--- config.mk ---
export PLATFORM = sky130hd
export DESIGN_NAME = idct_block_sink
export DESIGN_NICKNAME = d
export VERILOG_FILES = /design/src/rtl/idct_block_sink.sv
export SDC_FILE = /design/constraint.sdc
export NUM_CORES = 1
export LEC_CHECK = 0
export CORE_MARGIN = 1.5
export CORE_UTILIZATION = 45
export DETAILED_ROUTE_END_ITERATION = 8
export PLACE_DENSITY_LB_ADDON = 0.25
export SLEW_MARGIN = 40
export SYNTH_ARGS = -nofsm -noshare
export SYNTH_HDL_FRONTEND = slang
export SYNTH_SLANG_ARGS = --single-unit
export TNS_END_PERCENT = 10
--- constraint.sdc ---
create_clock -name clk -period 3.32 [get_ports clk]
set_input_delay 0.498 -clock clk [delete_from_list [all_inputs] [get_ports clk]]
set_output_delay 0.498 -clock clk [all_outputs]
set_load 0.01 [all_outputs]
--- src/rtl/idct_block_sink.sv ---
// Ping-pong sink turning IDCT samples into clamped 8-bit pixels; a full block starts streaming two clocks after its last sample.
// Valid/ready output holds while out_ready is low; a block arriving with both banks occupied is dropped and flagged.
module idct_block_sink #(
  parameter int BitWidth = 31,
  parameter int PixLsb   = 17
) (
  input  logic              clk,
  input  logic              reset,
  input  logic              done,
  input  logic [BitWidth:0] din,
  output logic [7:0]        out_pixel,
  output logic              out_valid,
  input  logic              out_ready,
  output logic              out_last,
  output logic              overflow,
  output logic              short_block,
  output logic [15:0]       block_count
);

  typedef enum logic [1:0] {IDLE, CAPTURE, WAIT_LOW} cap_state_e;
  typedef enum logic [1:0] {EMPTY, FILLING, FULL, DRAINING} bank_state_e;

  cap_state_e  state_q, state_d;
  bank_state_e bank_q [2];
  bank_state_e bank_d [2];
  logic [5:0]  idx_q, idx_d;
  logic        cap_bank_q, cap_bank_d;
  logic        armed_q;
  logic        first_full_q, first_full_d;
  logic        drain_q, drain_d;
  logic [5:0]  rd_idx_q, rd_idx_d;
  logic [7:0]  pix_q, pix_d;
  logic        valid_q, valid_d;
  logic        last_q, last_d;
  logic        ovf_q, ovf_d;
  logic        short_q, short_d;
  logic [15:0] count_q, count_d;

  logic        wr_en;
  logic        wr_bank;
  logic [5:0]  wr_idx;
  logic        drain_act;
  logic        xfer;
  logic [7:0]  mem_q [128];

  logic signed [BitWidth:0] shifted;
  logic [7:0]               din_pix;

  assign shifted = $signed(din) >>> PixLsb;

  always_comb begin
    if (shifted < 0)        din_pix = 8'h00;
    else if (shifted > 255) din_pix = 8'hFF;
    else                    din_pix = shifted[7:0];
  end

  always_comb begin
    state_d      = state_q;
    idx_d        = idx_q;
    cap_bank_d   = cap_bank_q;
    first_full_d = first_full_q;
    ovf_d        = ovf_q;
    short_d      = short_q;
    bank_d       = bank_q;
    wr_en        = 1'b0;
    wr_bank      = cap_bank_q;
    wr_idx       = idx_q;
    drain_d      = drain_q;
    rd_idx_d     = rd_idx_q;
    pix_d        = pix_q;
    valid_d      = valid_q;
    last_d       = last_q;
    count_d      = count_q;
    drain_act    = (bank_q[drain_q] == DRAINING);
    xfer         = valid_q & out_ready;

    // armed_q remembers done was low last cycle, so a block held over reset is skipped
    case (state_q)
      IDLE: begin
        if (done) begin
          if (!armed_q) begin
            state_d = WAIT_LOW;
          end else if (bank_q[0] == EMPTY || bank_q[1] == EMPTY) begin
            cap_bank_d         = (bank_q[0] == EMPTY) ? 1'b0 : 1'b1;
            wr_en              = 1'b1;
            wr_bank            = cap_bank_d;
            wr_idx             = 6'd0;
            bank_d[cap_bank_d] = FILLING;
            idx_d              = 6'd1;
            state_d            = CAPTURE;
          end else begin
            ovf_d   = 1'b1;
            state_d = WAIT_LOW;
          end
        end
      end
      CAPTURE: begin
        if (done) begin
          wr_en = 1'b1;
          idx_d = idx_q + 6'd1;
          if (idx_q == 6'd63) begin
            bank_d[cap_bank_q] = FULL;
            if (bank_q[~cap_bank_q] != FULL) first_full_d = cap_bank_q;
            state_d = WAIT_LOW;
          end
        end else begin
          short_d            = 1'b1;
          bank_d[cap_bank_q] = EMPTY;
          idx_d              = 6'd0;
          state_d            = IDLE;
        end
      end
      WAIT_LOW: begin
        if (!done) state_d = IDLE;
      end
      default: state_d = IDLE;
    endcase

    if (xfer && last_q) begin
      bank_d[drain_q] = EMPTY;
      valid_d         = 1'b0;
      last_d          = 1'b0;
      rd_idx_d        = 6'd0;
      count_d         = count_q + 16'd1;
    end else if (drain_act && (!valid_q || xfer)) begin
      pix_d    = mem_q[{drain_q, rd_idx_q}];
      valid_d  = 1'b1;
      last_d   = (rd_idx_q == 6'd63);
      rd_idx_d = rd_idx_q + 6'd1;
    end

    // hand over to the next full bank in the same cycle the current one empties
    if (!drain_act || (xfer && last_q)) begin
      if (bank_q[0] == FULL && bank_q[1] == FULL) begin
        drain_d              = first_full_q;
        bank_d[first_full_q] = DRAINING;
      end else if (bank_q[0] == FULL) begin
        drain_d   = 1'b0;
        bank_d[0] = DRAINING;
      end else if (bank_q[1] == FULL) begin
        drain_d   = 1'b1;
        bank_d[1] = DRAINING;
      end
    end
  end

  always_ff @(posedge clk or negedge reset) begin
    if (!reset) begin
      state_q      <= IDLE;
      idx_q        <= 6'd0;
      cap_bank_q   <= 1'b0;
      armed_q      <= 1'b0;
      first_full_q <= 1'b0;
      bank_q[0]    <= EMPTY;
      bank_q[1]    <= EMPTY;
      drain_q      <= 1'b0;
      rd_idx_q     <= 6'd0;
      pix_q        <= 8'h00;
      valid_q      <= 1'b0;
      last_q       <= 1'b0;
      ovf_q        <= 1'b0;
      short_q      <= 1'b0;
      count_q      <= 16'd0;
    end else begin
      state_q      <= state_d;
      idx_q        <= idx_d;
      cap_bank_q   <= cap_bank_d;
      armed_q      <= ~done;
      first_full_q <= first_full_d;
      bank_q[0]    <= bank_d[0];
      bank_q[1]    <= bank_d[1];
      drain_q      <= drain_d;
      rd_idx_q     <= rd_idx_d;
      pix_q        <= pix_d;
      valid_q      <= valid_d;
      last_q       <= last_d;
      ovf_q        <= ovf_d;
      short_q      <= short_d;
      count_q      <= count_d;
    end
  end

  always_ff @(posedge clk) begin
    if (wr_en) mem_q[{wr_bank, wr_idx}] <= din_pix;
  end

  assign out_pixel   = pix_q;
  assign out_valid   = valid_q;
  assign out_last    = last_q;
  assign overflow    = ovf_q;
  assign short_block = short_q;
  assign block_count = count_q;

endmodule
==> impl_metrics.toml <==
[die]
io_pins = 64
die_h_um = 310
coreArea_sq_um = 93500
die_area_sq_um = 96200
rows = 112
fp.dieW_um = 310
start_util = 0.454

[layout]
drive_gt1_frac = 0.236
diodes = 0
nets = 2561
fillers = 7289
syn_to_final_growth_pct = 16.2

[synthesis]
ys.flop_type = "edfxtp_1"
synth_seq_cells = 1074
yosysTopAreaCell = "edfxtp_1"
syn_area_per_cell_sq_um = 19.0
ys_types = 58
syn_inst = 2231
yosysSeqAreaShare = 0.754
synth_common_cells = "1,024 x edfxtp_1, 226 x mux2i_1, 187 x nor2_1"
synth_nets = 2270
synth_top_area_share = 0.724
synth_edf_count = 1024
syn_area_sq_um = 42500
ys_top_cells_by_area = "edfxtp_1 72%, mux4_2 8.4%, mux2i_1 5.3%, dfrtp_1 2.9%, nor2_1 1.7%"
synth.most_common_cell = "edfxtp_1"
yosys_warnings = 0
synthArstFlopShare = 0.0466

[worst_setup_path]
cp_max_fo = 12
cp-start-kind = "flop"
cp.arrival_ps = 3580
critPathTopFamily = "compound AO/OA/AOI/OAI gates"
crit_type = "flop to flop"
path_common_cell = "a221oi_1"
critPathBufInv = 1
endpoint_kind = "flop"
startpoint = "rd_idx_q[2]"
worstPathRequired_ps = 3890
r2r_start = "rd_idx_q[2]"
slowest_stage = "a221oi_1"
cp_cell_sequence = "clkinv_2 -> nor2_1 -> a221oi_1 -> a221oi_1 -> nor4_1 -> a211oi_2"
max_stage_delay_ps = 770

[route]
drt_iter0_markers = 2118
antenna_left = 0
routedWlPerCell_um = 25.8
firstDrtPassIters = 5
routed_wirelength_mm = 99.8
num_vias = 21900
viasPerCell = 5.66
drc = 0

[clocking]
htree_levels = 3
clockRootBuffer = "clkbuf_16"
clkTransAtPathRegs_ps = 60
cts_made_buffers = 109
cts_resized = 0
cts_tree = "built"
cts_hold_buf = 1
post_cts.repair.setup_buffers = 0
clk_path_buf_depth = 3
cts_sinks = 1074
clk_latency_ps = 660

[run]
maxCapViolCount = 0

[placed_design]
dp_hpwl_mm = 61.8
io_buffers = 46
place.gp.congestion = 0.848
pre_cts_slack_ps = 300

[timing]
drv_slew = 0
slew_headroom = 0.452
setup_slack_ps = 308
final.setup.tns_ps = 0
hold_viol = 0
fmax_mhz = 332
worstMarginPinSlew_ps = 822
min_period_ps = 3010
rsz0062_at_grt = "no"
finalSetupViolCount = 0
fin_skew_ps = 17.6
min_period_over_period = 0.907

[power]
power-per-cell-area_nw_per_um2 = 742
vdd_ir_drop_max_mv = 0.438
p_leak_uw = 0.0165

[global_routing]
grt_pass1_vias = 22500
track_usage = 0.211
grt_pass1_wl_mm = 149
overflow = 0
antenna_found_initial = 3
grt_max_degree = 129

[hold_path]
hold_class = "primary input to async pin"

[run_status]
outcome = "finished clean"
area by class of cell:
class | instances | area (sq um) | area share
inverters | 7 | 27.5 | 0.000558
multi-input cells | 1027 | 9680 | 0.196
well taps | 1254 | 1570 | 0.0318
clock inverters | 75 | 611 | 0.0124
clock buffers | 129 | 2820 | 0.0572
flip-flops and latches | 1074 | 32000 | 0.649
repair buffers | 303 | 2630 | 0.0532
cell families after synthesis:
kind of cell	synth area share
AO/OA/AOI/OAI	0.0389
AND/OR/NAND/NOR	0.0367
flip-flops	0.754
XOR/XNOR	0.00433
adder cells (fa/ha/maj)	0.000884
multiplexers	0.145
buffers and inverters	0.0202
worst reg2reg max path, stage by stage (launching register included):
cell and delay (ps):
dfrtp_1 630, clkinv_2 400, nor2_1 560, a221oi_1 160
a221oi_1 770, nor4_1 200, a211oi_2 190
stage by stage:
| stage | instances | instance area [sq um] | util | total power (uW) | hold WS, ps |
|---|---|---|---|---|---|
| after floorplan | 2231 | 42500 | - | 22300 | 202 |
| after global placement | 3664 | 45900 | 0.491 | 25100 | 455 |
| after detailed placement | 3664 | 45900 | 0.491 | 25200 | 466 |
| after CTS | 3869 | 49300 | 0.528 | 36900 | 462 |
| after global routing | 3869 | 49300 | 0.528 | 37900 | 373 |
| final | 3869 | 49300 | 0.528 | 36600 | 328 |
sequential cells by signal, summed over array words and instances (netlist names), 2 cells and up:
register	count
bank_q	4
block_count	16
idx_q	6
mem_q	1024
out_pixel	8
rd_idx_q	6
state_q	2
layer usage:
layer	global-route usage	vias to the layer above	wire, um
met5	0	-	13
met1	0.295	11400	42200
met4	0.0610	2	2310
met2	0.347	751	49300
met3	0.0308	126	5980
li1	-	9619	-
cells in the final DEF (no fill, tap or decap), types with 9 or more instances in the layout:
cell | netlist | final
clkinv_1 | 2 | 31
mux4_2 | 159 | 159
nand3_1 | 34 | 34
o21ai_1 | 11 | 11
a21oi_1 | 50 | 49
clkbuf_16 | 0 | 110
a221oi_1 | 15 | 15
mux4_1 | 9 | 9
clkdlybuf4s50_1 | 0 | 45
a22oi_1 | 16 | 16
nor2b_1 | 13 | 12
dfrtp_1 | 50 | 47
edfxtp_1 | 1024 | 1024
mux2i_1 | 226 | 226
buf_4 | 18 | 238
clkbuf_1 | 42 | 19
o221ai_1 | 14 | 14
o22ai_1 | 52 | 52
bufinv_16 | 0 | 9
buf_12 | 7 | 19
o21ai_0 | 33 | 33
xnor2_1 | 15 | 15
a221oi_2 | 11 | 11
nor2_1 | 187 | 178
nand2_1 | 79 | 79
o211ai_1 | 9 | 9
clkinv_2 | 0 | 26
nor3_1 | 9 | 9
worst paths after layout:
kind | slack (ps) | depth (start not counted) | endpoint
min | 330 | 2 | state_q[0]
min reg2reg | 480 | 1 | block_count[15]
max | 310 | 6 | out_pixel[4]
max in group asynchronous | 2370 | 3 | block_count[12]
min in group clk | 480 | 1 | block_count[15]
max reg2reg | 310 | 6 | out_pixel[4]
report_power, final:
group | total, uW | internal [uW] | switching, uW
Clock | 11800 | 6760 | 5010
Combinational | 9570 | 4270 | 5300
Sequential | 15300 | 15000 | 309
No activity file was read; power rests on OpenSTA's default activity.
